===== src/rtl/bus_pkg.sv =====
// Shared definitions for the system bus arbiter.
//   - arb_state_e : arbiter FSM state encoding
//   - REQ_WRITE / REQ_PWB : values of a requester's bus_req_type bit
//   - BUS_WIDTH : width of the shared system bus
package bus_pkg;

    typedef enum logic [1:0] {
        ARB_IDLE = 2'd0,
        ARB_OWN  = 2'd1,
        ARB_TURN = 2'd2
    } arb_state_e;

    localparam logic REQ_WRITE = 1'b0;
    localparam logic REQ_PWB   = 1'b1;

    localparam int unsigned BUS_WIDTH = 38;

endpackage


===== src/rtl/rr_picker.sv =====
// Round-robin picker (purely combinational).
//   req    : request vector, one bit per agent
//   rr_ptr : index of the last winner; scanning starts at rr_ptr+1
//   valid  : at least one request bit is set
//   winner : first set bit found scanning upward from rr_ptr+1, modulo NUM_REQ
module rr_picker #(
    parameter int unsigned NUM_REQ  = 4,
    parameter int unsigned ID_WIDTH = 2
) (
    input  logic [NUM_REQ-1:0]  req,
    input  logic [ID_WIDTH-1:0] rr_ptr,
    output logic                valid,
    output logic [ID_WIDTH-1:0] winner
);

    logic [ID_WIDTH-1:0] idx;

    always_comb begin
        valid  = 1'b0;
        winner = '0;
        idx    = '0;
        for (int unsigned i = 1; i <= NUM_REQ; i++) begin
            idx = ID_WIDTH'((32'(rr_ptr) + i) % NUM_REQ);
            if (!valid && req[idx]) begin
                valid  = 1'b1;
                winner = idx;
            end
        end
    end

endmodule


===== src/rtl/bus_arbiter.sv =====
// Central arbiter for the shared system bus.
//   plusclk      : clock, rising edge
//   rst          : synchronous active-high reset
//   bus_req      : per-agent request level
//   bus_req_type : per-agent request class (REQ_WRITE / REQ_PWB)
//   bus_hold     : per-agent tenure hold; only the owner's bit is observed
//   bus_grant    : registered one-hot ownership
//   bus_active   : registered, high whenever any grant is high
//   owner_id     : index of the current owner, 0 when idle
//   timeout_err  : one-cycle pulse in the TURN cycle after a forced release
module bus_arbiter
    import bus_pkg::*;
#(
    parameter int unsigned NUM_REQ  = 4,
    parameter int unsigned MAX_HOLD = 16,
    parameter int unsigned ID_WIDTH = 2
) (
    input  logic                plusclk,
    input  logic                rst,
    input  logic [NUM_REQ-1:0]  bus_req,
    input  logic [NUM_REQ-1:0]  bus_req_type,
    input  logic [NUM_REQ-1:0]  bus_hold,
    output logic [NUM_REQ-1:0]  bus_grant,
    output logic                bus_active,
    output logic [ID_WIDTH-1:0] owner_id,
    output logic                timeout_err
);

    localparam int unsigned         HCW      = $clog2(MAX_HOLD + 1);
    localparam logic [HCW-1:0]      HOLD_MAX = HCW'(MAX_HOLD);
    localparam logic [ID_WIDTH-1:0] PTR_RST  = ID_WIDTH'(NUM_REQ - 1);

    arb_state_e          state_q, state_d;
    logic [HCW-1:0]      hold_cnt_q, hold_cnt_d;
    logic [ID_WIDTH-1:0] rr_ptr_q, rr_ptr_d;
    logic [NUM_REQ-1:0]  grant_q, grant_d;
    logic                active_q, active_d;
    logic [ID_WIDTH-1:0] owner_q, owner_d;
    logic                timeout_q, timeout_d;

    logic [NUM_REQ-1:0]  pwb_vec;
    logic                pwb_valid, all_valid, pick_valid;
    logic [ID_WIDTH-1:0] pwb_winner, all_winner, pick_winner;
    logic                owner_hold, hold_expired;

    always_comb begin
        pwb_vec = '0;
        for (int unsigned i = 0; i < NUM_REQ; i++) begin
            pwb_vec[i] = bus_req[i] && (bus_req_type[i] == REQ_PWB);
        end
    end

    rr_picker #(
        .NUM_REQ  (NUM_REQ),
        .ID_WIDTH (ID_WIDTH)
    ) u_pick_pwb (
        .req    (pwb_vec),
        .rr_ptr (rr_ptr_q),
        .valid  (pwb_valid),
        .winner (pwb_winner)
    );

    rr_picker #(
        .NUM_REQ  (NUM_REQ),
        .ID_WIDTH (ID_WIDTH)
    ) u_pick_all (
        .req    (bus_req),
        .rr_ptr (rr_ptr_q),
        .valid  (all_valid),
        .winner (all_winner)
    );

    // Any PWB request restricts the choice to the PWB class.
    assign pick_valid  = (|pwb_vec) ? pwb_valid  : all_valid;
    assign pick_winner = (|pwb_vec) ? pwb_winner : all_winner;

    assign owner_hold   = bus_hold[owner_q];
    assign hold_expired = (hold_cnt_q == HOLD_MAX);

    // State and output registers
    always_ff @(posedge plusclk) begin
        if (rst) begin
            state_q    <= ARB_IDLE;
            hold_cnt_q <= '0;
            rr_ptr_q   <= PTR_RST;
            grant_q    <= '0;
            active_q   <= 1'b0;
            owner_q    <= '0;
            timeout_q  <= 1'b0;
        end else begin
            state_q    <= state_d;
            hold_cnt_q <= hold_cnt_d;
            rr_ptr_q   <= rr_ptr_d;
            grant_q    <= grant_d;
            active_q   <= active_d;
            owner_q    <= owner_d;
            timeout_q  <= timeout_d;
        end
    end

    // Next-state logic
    always_comb begin
        state_d = state_q;
        unique case (state_q)
            ARB_IDLE: if (pick_valid) state_d = ARB_OWN;
            ARB_OWN:  if (!owner_hold || hold_expired) state_d = ARB_TURN;
            ARB_TURN: state_d = ARB_IDLE;
            default:  state_d = ARB_IDLE;
        endcase
    end

    // Output and datapath next values; everything drops to zero outside a tenure.
    always_comb begin
        grant_d    = '0;
        active_d   = 1'b0;
        owner_d    = '0;
        timeout_d  = 1'b0;
        hold_cnt_d = '0;
        rr_ptr_d   = rr_ptr_q;
        if (state_q == ARB_IDLE && pick_valid) begin
            grant_d    = NUM_REQ'(1) << pick_winner;
            active_d   = 1'b1;
            owner_d    = pick_winner;
            hold_cnt_d = HCW'(1);
            rr_ptr_d   = pick_winner;
        end else if (state_q == ARB_OWN) begin
            if (state_d == ARB_OWN) begin
                grant_d    = grant_q;
                active_d   = 1'b1;
                owner_d    = owner_q;
                hold_cnt_d = (hold_cnt_q == '1) ? hold_cnt_q : hold_cnt_q + HCW'(1);
            end else begin
                timeout_d = owner_hold && hold_expired;
            end
        end
    end

    assign bus_grant   = grant_q;
    assign bus_active  = active_q;
    assign owner_id    = owner_q;
    assign timeout_err = timeout_q;

endmodule


===== config.mk =====
export PLATFORM = sky130hd
export DESIGN_NAME = bus_arbiter
export DESIGN_NICKNAME = d
export VERILOG_FILES = /design/src/rtl/bus_pkg.sv /design/src/rtl/rr_picker.sv /design/src/rtl/bus_arbiter.sv
export SDC_FILE = /design/constraint.sdc
export NUM_CORES = 1
export LEC_CHECK = 0
export CAP_MARGIN = 0
export CORE_MARGIN = 8
export CORE_UTILIZATION = 44
export DETAILED_ROUTE_END_ITERATION = 6
export PLACE_DENSITY = 0.73
export SETUP_SLACK_MARGIN = 0.5
export SYNTH_ARGS = -nofsm -noshare
export SYNTH_HDL_FRONTEND = slang
export SYNTH_HIERARCHICAL = 1
export SYNTH_SLANG_ARGS = --single-unit

===== constraint.sdc =====
create_clock -name plusclk -period 1.57 [get_ports plusclk]
set_input_delay 0.2355 -clock plusclk [delete_from_list [all_inputs] [get_ports plusclk]]
set_output_delay 0.2355 -clock plusclk [all_outputs]
set_load 0.01 [all_outputs]

# Word-level counts from Yosys, hierarchy flattened
# Index checks and enable logic that the tools add are counted.
[word_totals]
register_bits = 17
output_inout_bits = 8
mem_bits_ro = 0
mem_count = 0
input_bits = 14
wordCells = 103
latchBits = 0
ramBits = 0
[classes]
eq_ne = 6
n_reduce_logical = 24
muxes = 52
n_lt_le_gt_ge = 5
n_shift = 1
div = 0
n_mul = 0
add_sub_neg = 5
n_bitwise = 2
[op_table]
columns = ["operator", "count"]
rows = [
  ["$mux 2", 14],
  ["$mux 1", 25],
  ["$bmux 1 s2", 9],
  ["$lt 2x3->1 const B", 5],
  ["$logic_and 1x1->1", 12],
  ["$mux 4", 3],
  ["$reduce_or 4->1", 3],
  ["$eq 5x5->1 const B", 2],
  ["$logic_not 1->1", 7],
  ["$add 5x1->5 const B", 1],
  ["$add 2x1->2 const B", 2],
  ["$add 2x2->2 const B", 2],
  ["$eq 2x1->1 const B", 2],
  ["$ne 4x4->1 const B", 1],
  ["$pmux 2 s2", 1],
  ["$shl 1x2->4 const A", 1],
  ["$ne 3x3->1 const B", 1],
  ["$logic_not 2->1", 1],
  ["$not 1->1", 2],
  ["$logic_or 1x1->1", 1],
]

# Depth between registers and ports, before layout
# Gate-level depths: netlist of the first run.
[logic_depth]
depth_word = 20
ltp_mapped = 7
depth_no_buf = 6

# Modules after synthesis
# Netlist of the first run, hierarchy kept.
[by_module_without_submodules]
columns = ["module", "seq_area_each_um2", "area_each_um2", "cells_each", "instances"]
rows = [
  ["bus_arbiter", 340.3, 840.8, 83, 1],
  ["rr_picker", 0.0, 91.3, 14, 2],
]

# Least setup slack after synthesis of the first run
# Ideal clock, no wire load.
[synth_timing]
kind = "register to register"
start = "register owner_q[0], in the netlist owner_id[0]"
end = "register hold_cnt_q[0]"
slack_ns = 0.028
required_time_ns = 1.500
arrival_ns = 1.472
path_buffers = 0
stages_incl_launch_ff = 5
setup_time_ns = 0.070
period_less_slack_ns = 1.542
cell_sequence = "dfxtp_1 mux4_2 and4b_4 a31o_2 a21oi_1"
[synth_between]
elab_chain_len = 10
word_cells_on_any_way = 11
cone_classes = "2 x eq/ne; 7 x mux; 2 x reduce/logical"
[synth_lines]
columns = ["item", "line_no", "rtl"]
rows = [
  ["from (decl)", "bus_arbiter.sv:38", "logic [ID_WIDTH-1:0] owner_q, owner_d;"],
  ["from (signal assigned)", "bus_arbiter.sv:96", "owner_q <= owner_d;"],
  ["$bmux 1 s2 *", "bus_arbiter.sv:77", "assign owner_hold = bus_hold[owner_q];"],
  ["$mux 1 (implied by the code) *", "bus_arbiter.sv:77", ""],
  ["$logic_not 1->1 *", "bus_arbiter.sv:106", "ARB_OWN: if (!owner_hold || hold_expired) state_d = ARB_TURN;"],
  ["$logic_or 1x1->1 *", "bus_arbiter.sv:106", ""],
  ["$mux 2 *", "bus_arbiter.sv:106", ""],
  ["$pmux 2 s2 *", "bus_arbiter.sv:104", "unique case (state_q)"],
  ["$eq 2x1->1 *", "bus_arbiter.sv:127", "if (state_d == ARB_OWN) begin"],
  ["$mux 1", "bus_arbiter.sv:127", ""],
  ["$mux 1", "bus_arbiter.sv:126", "end else if (state_q == ARB_OWN) begin"],
  ["$mux 1", "bus_arbiter.sv:120", "if (state_q == ARB_IDLE && pick_valid) begin"],
  ["to (signal assigned)", "bus_arbiter.sv:92", "hold_cnt_q <= hold_cnt_d;"],
  ["to (decl)", "bus_arbiter.sv:34", "logic [HCW-1:0] hold_cnt_q, hold_cnt_d;"],
]
# Every way passes the cells marked *; elsewhere a longest branch is shown, timed or not. The select of a mux whose other input is x is not followed.
# A chain may end at the register's enable or synchronous reset.

# Worst setup path in the final report of the first run
[layout_timing]
start = "register hold_cnt_q[0]"
end = "register grant_q[0], in the netlist bus_grant[0]"
[layout_between]
elab_chain_len = 6
[layout_lines]
columns = ["item", "line_no", "rtl"]
rows = [
  ["$eq 5x5->1", "bus_arbiter.sv:78", "assign hold_expired = (hold_cnt_q == HOLD_MAX);"],
  ["$logic_or 1x1->1", "bus_arbiter.sv:106", ""],
  ["$mux 2", "bus_arbiter.sv:106", ""],
  ["$pmux 2 s2", "bus_arbiter.sv:104", ""],
  ["$eq 2x1->1", "bus_arbiter.sv:127", ""],
  ["$ne 3x3->1 (no source line)", "-", ""],
  ["to (signal assigned)", "bus_arbiter.sv:94", "grant_q <= grant_d;"],
  ["to (decl)", "bus_arbiter.sv:36", "logic [NUM_REQ-1:0] grant_q, grant_d;"],
]
# Every way passes these cells.

==> results of run 1 <==
==> through the flow <==
stage / setup TNS [ns] / power, mW
floorplan: 0 / 0.773
global route: -0.252 / 1.42
CTS: -0.0717 / 1.29
global placement: -4.91 / 0.956
detailed placement: -5.25 / 0.969
finish: -0.0639 / 1.34
==> power groups by stage <==
stage	clock network, mW	registers, mW	logic, mW
4_1_cts	0.255	0.526	0.509
3_5_place_dp	0	0.540	0.429
2_1_floorplan	0	0.538	0.235
6_report	0.255	0.528	0.560
3_3_place_gp	0	0.539	0.418
5_1_grt	0.278	0.536	0.604
==> routing by layer <==
layer	wire (um)	global-route usage, %	share of wire [%]
met5	0	0	0
met4	52	7.36	1.8
met3	137	4.36	4.8
met2	1390	22.8	49
met1	1280	16.5	45
==> critical path, delay by kind of cell, from the launching register on <==
kind	cells	cell delay [ns]
buf+inv	1	0.07
compound gates	1	0.31
flops	1	0.34
fa+ha+maj	1	0.12
simple gates	2	0.69
==> cell usage after synthesis (all sizes together) <==
library cell / n / area [um^2]
a31oi: 2 / 12.5
nor2b: 2 / 12.5
mux4: 1 / 22.5
o21ai: 3 / 15.0
nand2b: 6 / 37.5
nand2: 12 / 45.0
and2b: 2 / 15.0
nor3b: 1 / 7.51
o31ai: 3 / 22.5
a31o: 1 / 8.76
and3: 4 / 26.3
mux2: 1 / 11.3
buf: 1 / 11.3
nor2: 10 / 37.5
nand3: 1 / 10.0
a211oi: 1 / 7.51
a211o: 1 / 10.0
or4bb: 1 / 11.3
and4b: 1 / 13.8
nand4b: 1 / 8.76
a22oi: 2 / 25.0
a21oi: 8 / 47.6
a21o: 1 / 7.51
dfxtp: 17 / 340
inv: 5 / 18.8
xnor2: 1 / 8.76
xor2: 1 / 8.76
mux2i: 6 / 60.1
o41ai: 2 / 32.5
a2111o: 1 / 11.3
and2: 5 / 36.3
o221ai: 2 / 30.0
a2bb2oi: 1 / 8.76
ha: 3 / 37.5
clkbuf: 1 / 3.75
==> what timing repair did <==
action                     in CTS  in global routing
pin swaps                      13                  2
setup endpoints to repair      25                 20
hold buffers                    0                  0
gates resized for setup        88                 11
setup buffers                   8                  2
==> cell families (layout without fill, tap and decap cells) <==
| group | Yosys count | count (layout) | synth area share (%) |
|---|---|---|---|
| AND/OR/NAND/NOR | 46 | 46 | 25.6 |
| adder cells (fa/ha/maj) | 3 | 3 | 3.67 |
| multiplexers | 8 | 8 | 9.17 |
| flip-flops | 17 | 17 | 33.3 |
| buffers and inverters | 7 | 63 | 3.30 |
| XOR/XNOR | 2 | 2 | 1.71 |
| AO/OA/AOI/OAI | 28 | 28 | 23.3 |
==> area by class of cell <==
cell class                      count  area [um^2]
Fill cell                         144          553
Clock buffer                        3         22.5
Inverter                            5         18.8
Timing Repair Buffer               54          432
Multi-Input combinational cell     87          792
Tap cell                           28         35.0
Sequential cell                    17          354
Clock inverter                      1         5.00
==> state kept, by name (all words and copies together), names as in the netlist <==
| signal | count |
|---|---|
| hold_cnt_q | 5 |
| bus_grant | 4 |
| owner_id | 2 |
| rr_ptr_q | 2 |
| state_q | 2 |
| bus_active | 1 |
| timeout_err | 1 |
==> worst paths after layout <==
check | slack, ns | endpoint | cells after the start | from
worst max-delay path | -0.04 | bus_grant[0]$_SDFFE_PP0P_ | 5 | hold_cnt_q[0]$_SDFFE_PP0P_
worst min-delay path | 0.45 | hold_cnt_q[0]$_SDFFE_PP0P_ | 5 | bus_req_type[0]
worst max register to register | -0.04 | bus_grant[0]$_SDFFE_PP0P_ | 5 | hold_cnt_q[0]$_SDFFE_PP0P_
worst min register to register | 0.46 | bus_grant[3]$_SDFFE_PP0P_ | 2 | bus_grant[3]$_SDFFE_PP0P_
==> results.tsv, run 1 <==
metric	value	unit
sw frac	33.3	%
Unique masters post-synth	38	
chip width	64.2	um
die area	0.00413	mm^2
final period demand of the worst path	1.61	ns
CTS tree	done	
Tcrit/Tclk final	103	%
DRT Pass-1 Iters	4	
clock skew	0.00323	ns
commonest non-fill, non-tap cells in the layout	buf_4 (27), buf_2 (11), nand2_1 (10)	
Worst Path Arrival	1.83	ns
Post-Route WL	2860	um
Final Worst Setup Slack	-0.0410	ns
Finished Cell Area	0.00166	mm^2
H-tree Lvls	1	
RD Place Congestion	0.900	
Syn Std Cell Area	0.00102	mm^2
Area Overhead vs Synth	62.1	%
Max Fclk	621	MHz
CP startpoint kind	flop	
clock power share	19.0	%
max cap viols	0	
DR DRC count	0	
failing checks	negative setup slack	
CP max FO	3	
Final ANT Viol Nets	0	
Hold Vio Cnt, Final	0	
Synth Instances	111	
Initial Utilization	46.3	%
GRT Util Overall	14.2	%
Setup-failing EPs final	2	
crit path kind	flop to flop	
most common cell after layout, fill and taps aside	buf_4	
status	finished with violations	
CTS Buffer Depth	2	
placed cells	181	
sequential share of power	39.3	%
average instance area after synthesis	9.22	um^2
PortBufs	21	
vias in the first global route	1028	
Peak VDD IR	0.510	mV
Core Area	0.00221	mm^2
pre-CTS WS	-0.515	ns
utilization of the core after routing	75.0	%
largest net degree at the start of global routing	11	
vias	1031	
Slew Limit Headroom	80.0	%
first-pass GRT wire length	4660	um
NetSw	448	uW
site row count	17	
total CTS buffers	3	
crit-path max cell delay	0.47	ns
Die Y	64.2	um
Worst-Margin Slew	0.300	ns
Internal	896	uW
Post-Layout Cell Count	195	
net count after synthesis	128	
Final Max Tran Viols	0	
DPL Wire Length	1990	um
LEAKAGE	0.740	nW
dpl cell area	0.00146	mm^2
DRT iter0 DRCs	34	
critical path's slowest cell	or4bb_4	
gr ovfl total	0	
antenna violations before repair	0	
CP endpoint kind	flop	
WHS	0.448	ns
Hold Path Class	input pin to flop	
CTS Root Cell	clkbuf_4	
WL/cell	14.7	um
register area share after synthesis	33.3	%
number of diodes	0	
Final #Nets	185	
Clock Latency Late Sink	0.31	ns
Critical Path RT	1.79	ns
synth warn	6	
share of cells above drive strength 1	63.5	%
Ports	22	
TritonCTS sink count	17	
Pwr Density	810	mW/mm^2
critical-path cell list	inv_2 -> ha_4 -> or4bb_4 -> and4b_4 -> o41ai_2	
vias per cell	5.29	
CTS clk-pin slew, worst paths	0.11	ns
RSZ-0062 raised after global routing	true	
logic gate share of total power	41.7	%
Yosys reg bits	17	
No activity file was read; power rests on OpenSTA's default activity.
==> inputs of run 2 (changes only) <==
--- a/config.mk
+++ b/config.mk
@@ -6,10 +6,11 @@
 export NUM_CORES = 1
 export LEC_CHECK = 0
 export CAP_MARGIN = 0
+export CORE_ASPECT_RATIO = 1.1
 export CORE_MARGIN = 8
 export CORE_UTILIZATION = 44
 export DETAILED_ROUTE_END_ITERATION = 6
-export PLACE_DENSITY = 0.73
+export PLACE_DENSITY = 0.71
 export SETUP_SLACK_MARGIN = 0.5
 export SYNTH_ARGS = -nofsm -noshare
 export SYNTH_HDL_FRONTEND = slang
==> results.tsv, run 2 (same netlist as run 1, synthesis figures left out) <==
metric	value	unit	change
crit path kind	flop to flop		unchanged
CTS Buffer Depth	2		unchanged
register bank with the most flops	hold_cnt_q		unchanged
largest net degree at the start of global routing	11		unchanged
Worst R2R Path Depth	6		was 5
CP max FO	3		unchanged
Critical Path RT	1.80	ns	was 1.79 ns
DRT iter0 DRCs	41		was 34
dpl cell area	0.00143	mm^2	was 0.00146 mm^2
share of cells above drive strength 1	62.7	%	was 63.5%
Setup-failing EPs final	7		was 2
Core Area	0.00223	mm^2	was 0.00221 mm^2
CTS tree	done		unchanged
failing checks	negative setup slack		unchanged
Tcrit/Tclk final	105	%	was 103%
Sum Neg Setup Slack	-0.370	ns	was -0.0639 ns
max cap viols	0		unchanged
number of fill cells in the layout	171		was 144
Clock Latency Late Sink	0.29	ns	was 0.31 ns
Hold Path Class	input pin to flop		unchanged
RSZ-0062 raised after global routing	true		unchanged
Worst Path Arrival	1.88	ns	was 1.83 ns
max reg flops	5		unchanged
Worst-Margin Slew	0.356	ns	was 0.300 ns
antenna violations before repair	0		unchanged
site row count	18		was 17
placed cells	179		was 181
Initial Utilization	45.9	%	was 46.3%
CP endpoint kind	flop		unchanged
total CTS buffers	3		unchanged
chip width	62.0	um	was 64.2 um
number of diodes	0		unchanged
die area	0.00413	mm^2	about the same
pre-CTS WS	-0.536	ns	was -0.515 ns
Area Overhead vs Synth	63.0	%	was 62.1%
hold_sp	bus_req_type[3]		was bus_req_type[0]
CP startpoint kind	flop		unchanged
Hold Vio Cnt, Final	0		unchanged
CTS Root Cell	clkbuf_4		unchanged
vias per cell	5.30		was 5.29
TritonCTS sink count	17		unchanged
clock skew	0.00685	ns	was 0.00323 ns
Final Max Tran Viols	0		unchanged
Final Worst Setup Slack	-0.0842	ns	was -0.0410 ns
Peak VDD IR	0.822	mV	was 0.510 mV
Final ANT Viol Nets	0		unchanged
WL/cell	16.0	um	was 14.7 um
first-pass GRT wire length	5090	um	was 4660 um
H-tree Lvls	1		unchanged
Slew Limit Headroom	75.6	%	was 80.0%
reg2reg end	hold_cnt_q[0]$_SDFFE_PP0P_		was bus_grant[0]$_SDFFE_PP0P_
DPL Wire Length	2100	um	was 1990 um
vias	1039		was 1031
Post-Route WL	3130	um	was 2860 um
DRT Pass-1 Iters	4		unchanged
status	finished with violations		unchanged
hold path cells	5		unchanged
Ports	22		unchanged
reg-to-reg slack, setup	-0.08	ns	was -0.04 ns
Final #Nets	184		was 185
PortBufs	21		unchanged
CTS clk-pin slew, worst paths	0.10	ns	was 0.11 ns
utilization of the core after routing	74.8	%	was 75.0%
WHS	0.439	ns	was 0.448 ns
most common cell after layout, fill and taps aside	buf_4		unchanged
Finished Cell Area	0.00167	mm^2	was 0.00166 mm^2
vias in the first global route	1101		was 1028
RR Startpoint	hold_cnt_q[0]$_SDFFE_PP0P_		unchanged
total power draw	1.33	mW	was 1.34 mW
GRT Util Overall	16.1	%	was 14.2%
commonest non-fill, non-tap cells in the layout	buf_4 (24), buf_2 (12), buf_6 (10)		was buf_4 (27), buf_2 (11), nand2_1 (10)
Max Fclk	605	MHz	was 621 MHz
final period demand of the worst path	1.65	ns	was 1.61 ns
LEAKAGE	0.763	nW	was 0.740 nW
Post-Layout Cell Count	196		was 195
RD Place Congestion	0.808		was 0.900
Worst Hold End	hold_cnt_q[0]$_SDFFE_PP0P_		unchanged
Pwr Density	798	mW/mm^2	was 810 mW/mm^2
Die Y	66.6	um	was 64.2 um
gr ovfl total	0		unchanged
DR DRC count	0		unchanged
-- run 2: worst max path at each step --
stage / depth (start not counted) / slack, ns / start / to
final: 6 / -0.08 / hold_cnt_q[0]$_SDFFE_PP0P_ / hold_cnt_q[0]$_SDFFE_PP0P_
after global routing: 5 / -0.13 / hold_cnt_q[0]$_SDFFE_PP0P_ / bus_grant[0]$_SDFFE_PP0P_
after CTS: 6 / -0.05 / hold_cnt_q[0]$_SDFFE_PP0P_ / hold_cnt_q[0]$_SDFFE_PP0P_
after detailed placement: 7 / -0.54 / bus_req[3] / bus_grant[0]$_SDFFE_PP0P_
after global placement: 7 / -0.52 / bus_req[3] / bus_grant[0]$_SDFFE_PP0P_
after floorplan: 6 / 0.05 / hold_cnt_q[0]$_SDFFE_PP0P_ / hold_cnt_q[0]$_SDFFE_PP0P_
-- run 2: what timing repair did --
item | in CTS | in global routing
gates resized for setup | 90 | 15
cloned | 0 | 0
pin swaps | 16 | 9
hold buffers | 0 | 0
setup buffers | 8 | 5
endpoints found under the setup margin | 25 | 19
-- run 2: routing by layer --
metal	GRT usage (%)	vias up	wire length (um)
met5	0	-	0
met4	5.70	0	35
met3	2.89	4	141
met2	30.0	21	1680
met1	17.1	498	1270
li1	-	516	-
-- run 2: report_power, final --
| group | leakage (nW) | switching [mW] | internal, mW |
|---|---|---|---|
| Sequential | 0.142 | 0.0483 | 0.481 |
| Combinational | 0.603 | 0.252 | 0.318 |
| Clock | 0.0177 | 0.138 | 0.0948 |
| Total | 0.763 | 0.438 | 0.894 |
-- run 2: area by class of cell --
| class | instances | area, um^2 | area share [%] |
|---|---|---|---|
| well taps | 30 | 37.5 | 2.25 |
| clock buffers | 3 | 22.5 | 1.35 |
| multi-input cells | 87 | 806 | 48.3 |
| clock inverters | 1 | 5.00 | 0.300 |
| flip-flops and latches | 17 | 354 | 21.2 |
| inverters | 5 | 18.8 | 1.13 |
| repair buffers | 53 | 424 | 25.4 |
-- run 2: worst max-delay path, cell delays in order (launching register included) --
cell and delay (ns):
dfxtp_2 0.34, inv_2 0.07, ha_4 0.13, or4bb_4 0.49, and4b_4 0.23, a31o_4 0.23, a21oi_2 0.10
==> inputs of run 3 (changes only) <==
--- a/config.mk
+++ b/config.mk
@@ -8,9 +8,9 @@
 export CAP_MARGIN = 0
 export CORE_ASPECT_RATIO = 1.1
 export CORE_MARGIN = 8
-export CORE_UTILIZATION = 44
+export CORE_UTILIZATION = 49
 export DETAILED_ROUTE_END_ITERATION = 6
-export PLACE_DENSITY = 0.71
+export PLACE_DENSITY = 0.75
 export SETUP_SLACK_MARGIN = 0.5
 export SYNTH_ARGS = -nofsm -noshare
 export SYNTH_HDL_FRONTEND = slang
==> constraint.sdc (replaced) <==
create_clock -name plusclk -period 1.7 [get_ports plusclk]
set_input_delay 0.255 -clock plusclk [delete_from_list [all_inputs] [get_ports plusclk]]
set_output_delay 0.255 -clock plusclk [all_outputs]
set_load 0.01 [all_outputs]
==> results.tsv, run 3 (same netlist as run 1, synthesis figures left out) <==
metric	value	unit	change
Final ANT Viol Nets	0		unchanged
first-pass GRT wire length	4570	um	was 5090 um
Final Max Tran Viols	0		unchanged
LEAKAGE	0.727	nW	was 0.763 nW
Setup-failing EPs final	0		was 7
CP max FO	3		unchanged
CTS Root Cell	clkbuf_4		unchanged
critical path's slowest cell	or4bb_4		unchanged
DPL Wire Length	2090	um	was 2100 um
Seq. cell area	349	um^2	was 354 um^2
total power draw	1.17	mW	was 1.33 mW
Ports	22		unchanged
WL/cell	14.6	um	was 16.0 um
Worst R2R Path Depth	6		unchanged
Critical Path RT	1.93	ns	was 1.80 ns
register bank with the most flops	hold_cnt_q		unchanged
vias	1008		was 1039
CTS tree	done		unchanged
DRT iter0 DRCs	29		was 41
CTS Buffer Depth	2		unchanged
critical-path cell list	inv_2 -> ha_4 -> or4bb_4 -> and4b_4 -> a31o_2 -> a21oi_2		was inv_2 -> ha_4 -> or4bb_4 -> and4b_4 -> a31o_4 -> a21oi_2
CP startpoint kind	flop		unchanged
status	finished clean		was finished with violations
crit-path max cell delay	0.45	ns	was 0.49 ns
Core Area	0.00200	mm^2	was 0.00223 mm^2
most common cell after layout, fill and taps aside	buf_4		unchanged
Initial Utilization	51.2	%	was 45.9%
CP endpoint kind	flop		unchanged
total CTS buffers	3		unchanged
dpl cell area	0.00142	mm^2	was 0.00143 mm^2
RR Startpoint	hold_cnt_q[0]$_SDFFE_PP0P_		unchanged
CTS clk-pin slew, worst paths	0.10	ns	about the same
max reg flops	5		unchanged
vias in the first global route	1034		was 1101
gr ovfl total	0		unchanged
number of fill cells in the layout	145		was 171
reg2reg end	hold_cnt_q[0]$_SDFFE_PP0P_		unchanged
PortBufs	21		unchanged
Worst Hold End	hold_cnt_q[0]$_SDFFE_PP0P_		unchanged
TritonCTS sink count	17		unchanged
die area	0.00381	mm^2	was 0.00413 mm^2
crit path kind	flop to flop		unchanged
Hold Path Class	input pin to flop		unchanged
Die Y	63.9	um	was 66.6 um
Post-Route WL	2800	um	was 3130 um
share of cells above drive strength 1	51.2	%	was 62.7%
reg-to-reg slack, setup	0.10	ns	was -0.08 ns
largest net degree at the start of global routing	11		unchanged
Tcrit/Tclk final	94.0	%	was 105%
Worst Path Arrival	1.83	ns	was 1.88 ns
DR DRC count	0		unchanged
commonest non-fill, non-tap cells in the layout	buf_4 (29), dfxtp_1 (12), nand2_1 (11)		was buf_4 (24), buf_2 (12), buf_6 (10)
DRT Pass-1 Iters	4		unchanged
Crit path buffers/inverters	1		unchanged
final period demand of the worst path	1.60	ns	was 1.65 ns
Pwr Density	739	mW/mm^2	was 798 mW/mm^2
GRT Util Overall	15.0	%	was 16.1%
area of the multi-input gates	763	um^2	was 806 um^2
vias per cell	5.25		was 5.30
Hold Vio Cnt, Final	0		unchanged
site row count	17		was 18
Finished Cell Area	0.00159	mm^2	was 0.00167 mm^2
antenna violations before repair	0		unchanged
CTS Hold Buffers Added	0		unchanged
RSZ-0062 raised after global routing	true		unchanged
Worst-Margin Slew	0.261	ns	was 0.356 ns
RD Place Congestion	0.817		was 0.808
hold path cells	5		unchanged
max cap viols	0		unchanged
hold_sp	bus_req_type[3]		unchanged
family with the most delay on the worst path	simple AND/OR/NAND/NOR gates		unchanged
number of diodes	0		unchanged
Clock Latency Late Sink	0.29	ns	about the same
H-tree Lvls	1		unchanged
Max Fclk	626	MHz	was 605 MHz
Peak VDD IR	0.626	mV	was 0.822 mV
clock skew	0.00897	ns	was 0.00685 ns
chip width	59.6	um	was 62.0 um
Area Overhead vs Synth	55.3	%	was 63.0%
Slew Limit Headroom	82.1	%	was 75.6%
Final #Nets	182		was 184
## run 3: area by class of cell
class | instances | area share, %
clock buffer | 3 | 1.42
timing repair buffer | 51 | 24.9
inverter | 5 | 1.18
clock inverter | 1 | 0.315
tap | 28 | 2.20
sequential | 17 | 22.0
multi-input combinational | 87 | 48.0
## run 3: stage by stage
stage	setup TNS (ns)	setup slack, ns	hold slack [ns]	std cells	utilization [%]
2_1_floorplan	0	0.183	0.398	111	-
3_3_place_gp	-3.32	-0.372	0.447	176	70.9
3_5_place_dp	-4.01	-0.457	0.455	176	70.9
4_1_cts	0	0.0897	0.453	191	77.5
5_1_grt	0	0.0282	0.470	192	79.5
6_report	0	0.102	0.459	192	79.5
## run 3: worst max path at each step
stage / startpoint / end / slack, ns / cells after the start
global placement: bus_req[1] / bus_grant[0]$_SDFFE_PP0P_ / -0.37 / 7
finish: hold_cnt_q[0]$_SDFFE_PP0P_ / hold_cnt_q[0]$_SDFFE_PP0P_ / 0.10 / 6
floorplan: hold_cnt_q[0]$_SDFFE_PP0P_ / hold_cnt_q[0]$_SDFFE_PP0P_ / 0.18 / 6
CTS: hold_cnt_q[0]$_SDFFE_PP0P_ / bus_grant[0]$_SDFFE_PP0P_ / 0.09 / 5
global route: hold_cnt_q[4]$_SDFFE_PP0P_ / bus_grant[0]$_SDFFE_PP0P_ / 0.03 / 3
detailed placement: bus_req[1] / bus_grant[0]$_SDFFE_PP0P_ / -0.46 / 7
## run 3: repair_timing
action / CTS / global route
endpoints found under the setup margin: 25 / 21
resized for setup: 59 / 10
buffers inserted: 11 / 1
pin swaps: 18 / 4
## run 3: tightest hold or removal path, stage by stage
cell,delay (ns)
buf_2,0.10
a22oi_2,0.06
nand3_2,0.08
a211o_2,0.17
a21oi_2,0.06
## run 3: report_power, final
part / internal, mW / switching (mW) / total [mW]
Clock: 0.0876 / 0.121 / 0.209
Sequential: 0.442 / 0.0405 / 0.483
Combinational: 0.271 / 0.212 / 0.483
## run 3: per-layer routing
metal	GRT usage, %	vias up	wire (um)
met1	17.1	480	1200
met2	27.0	17	1470
li1	-	509	-
met3	4.00	2	127
met5	0	-	0
met4	2.69	0	7
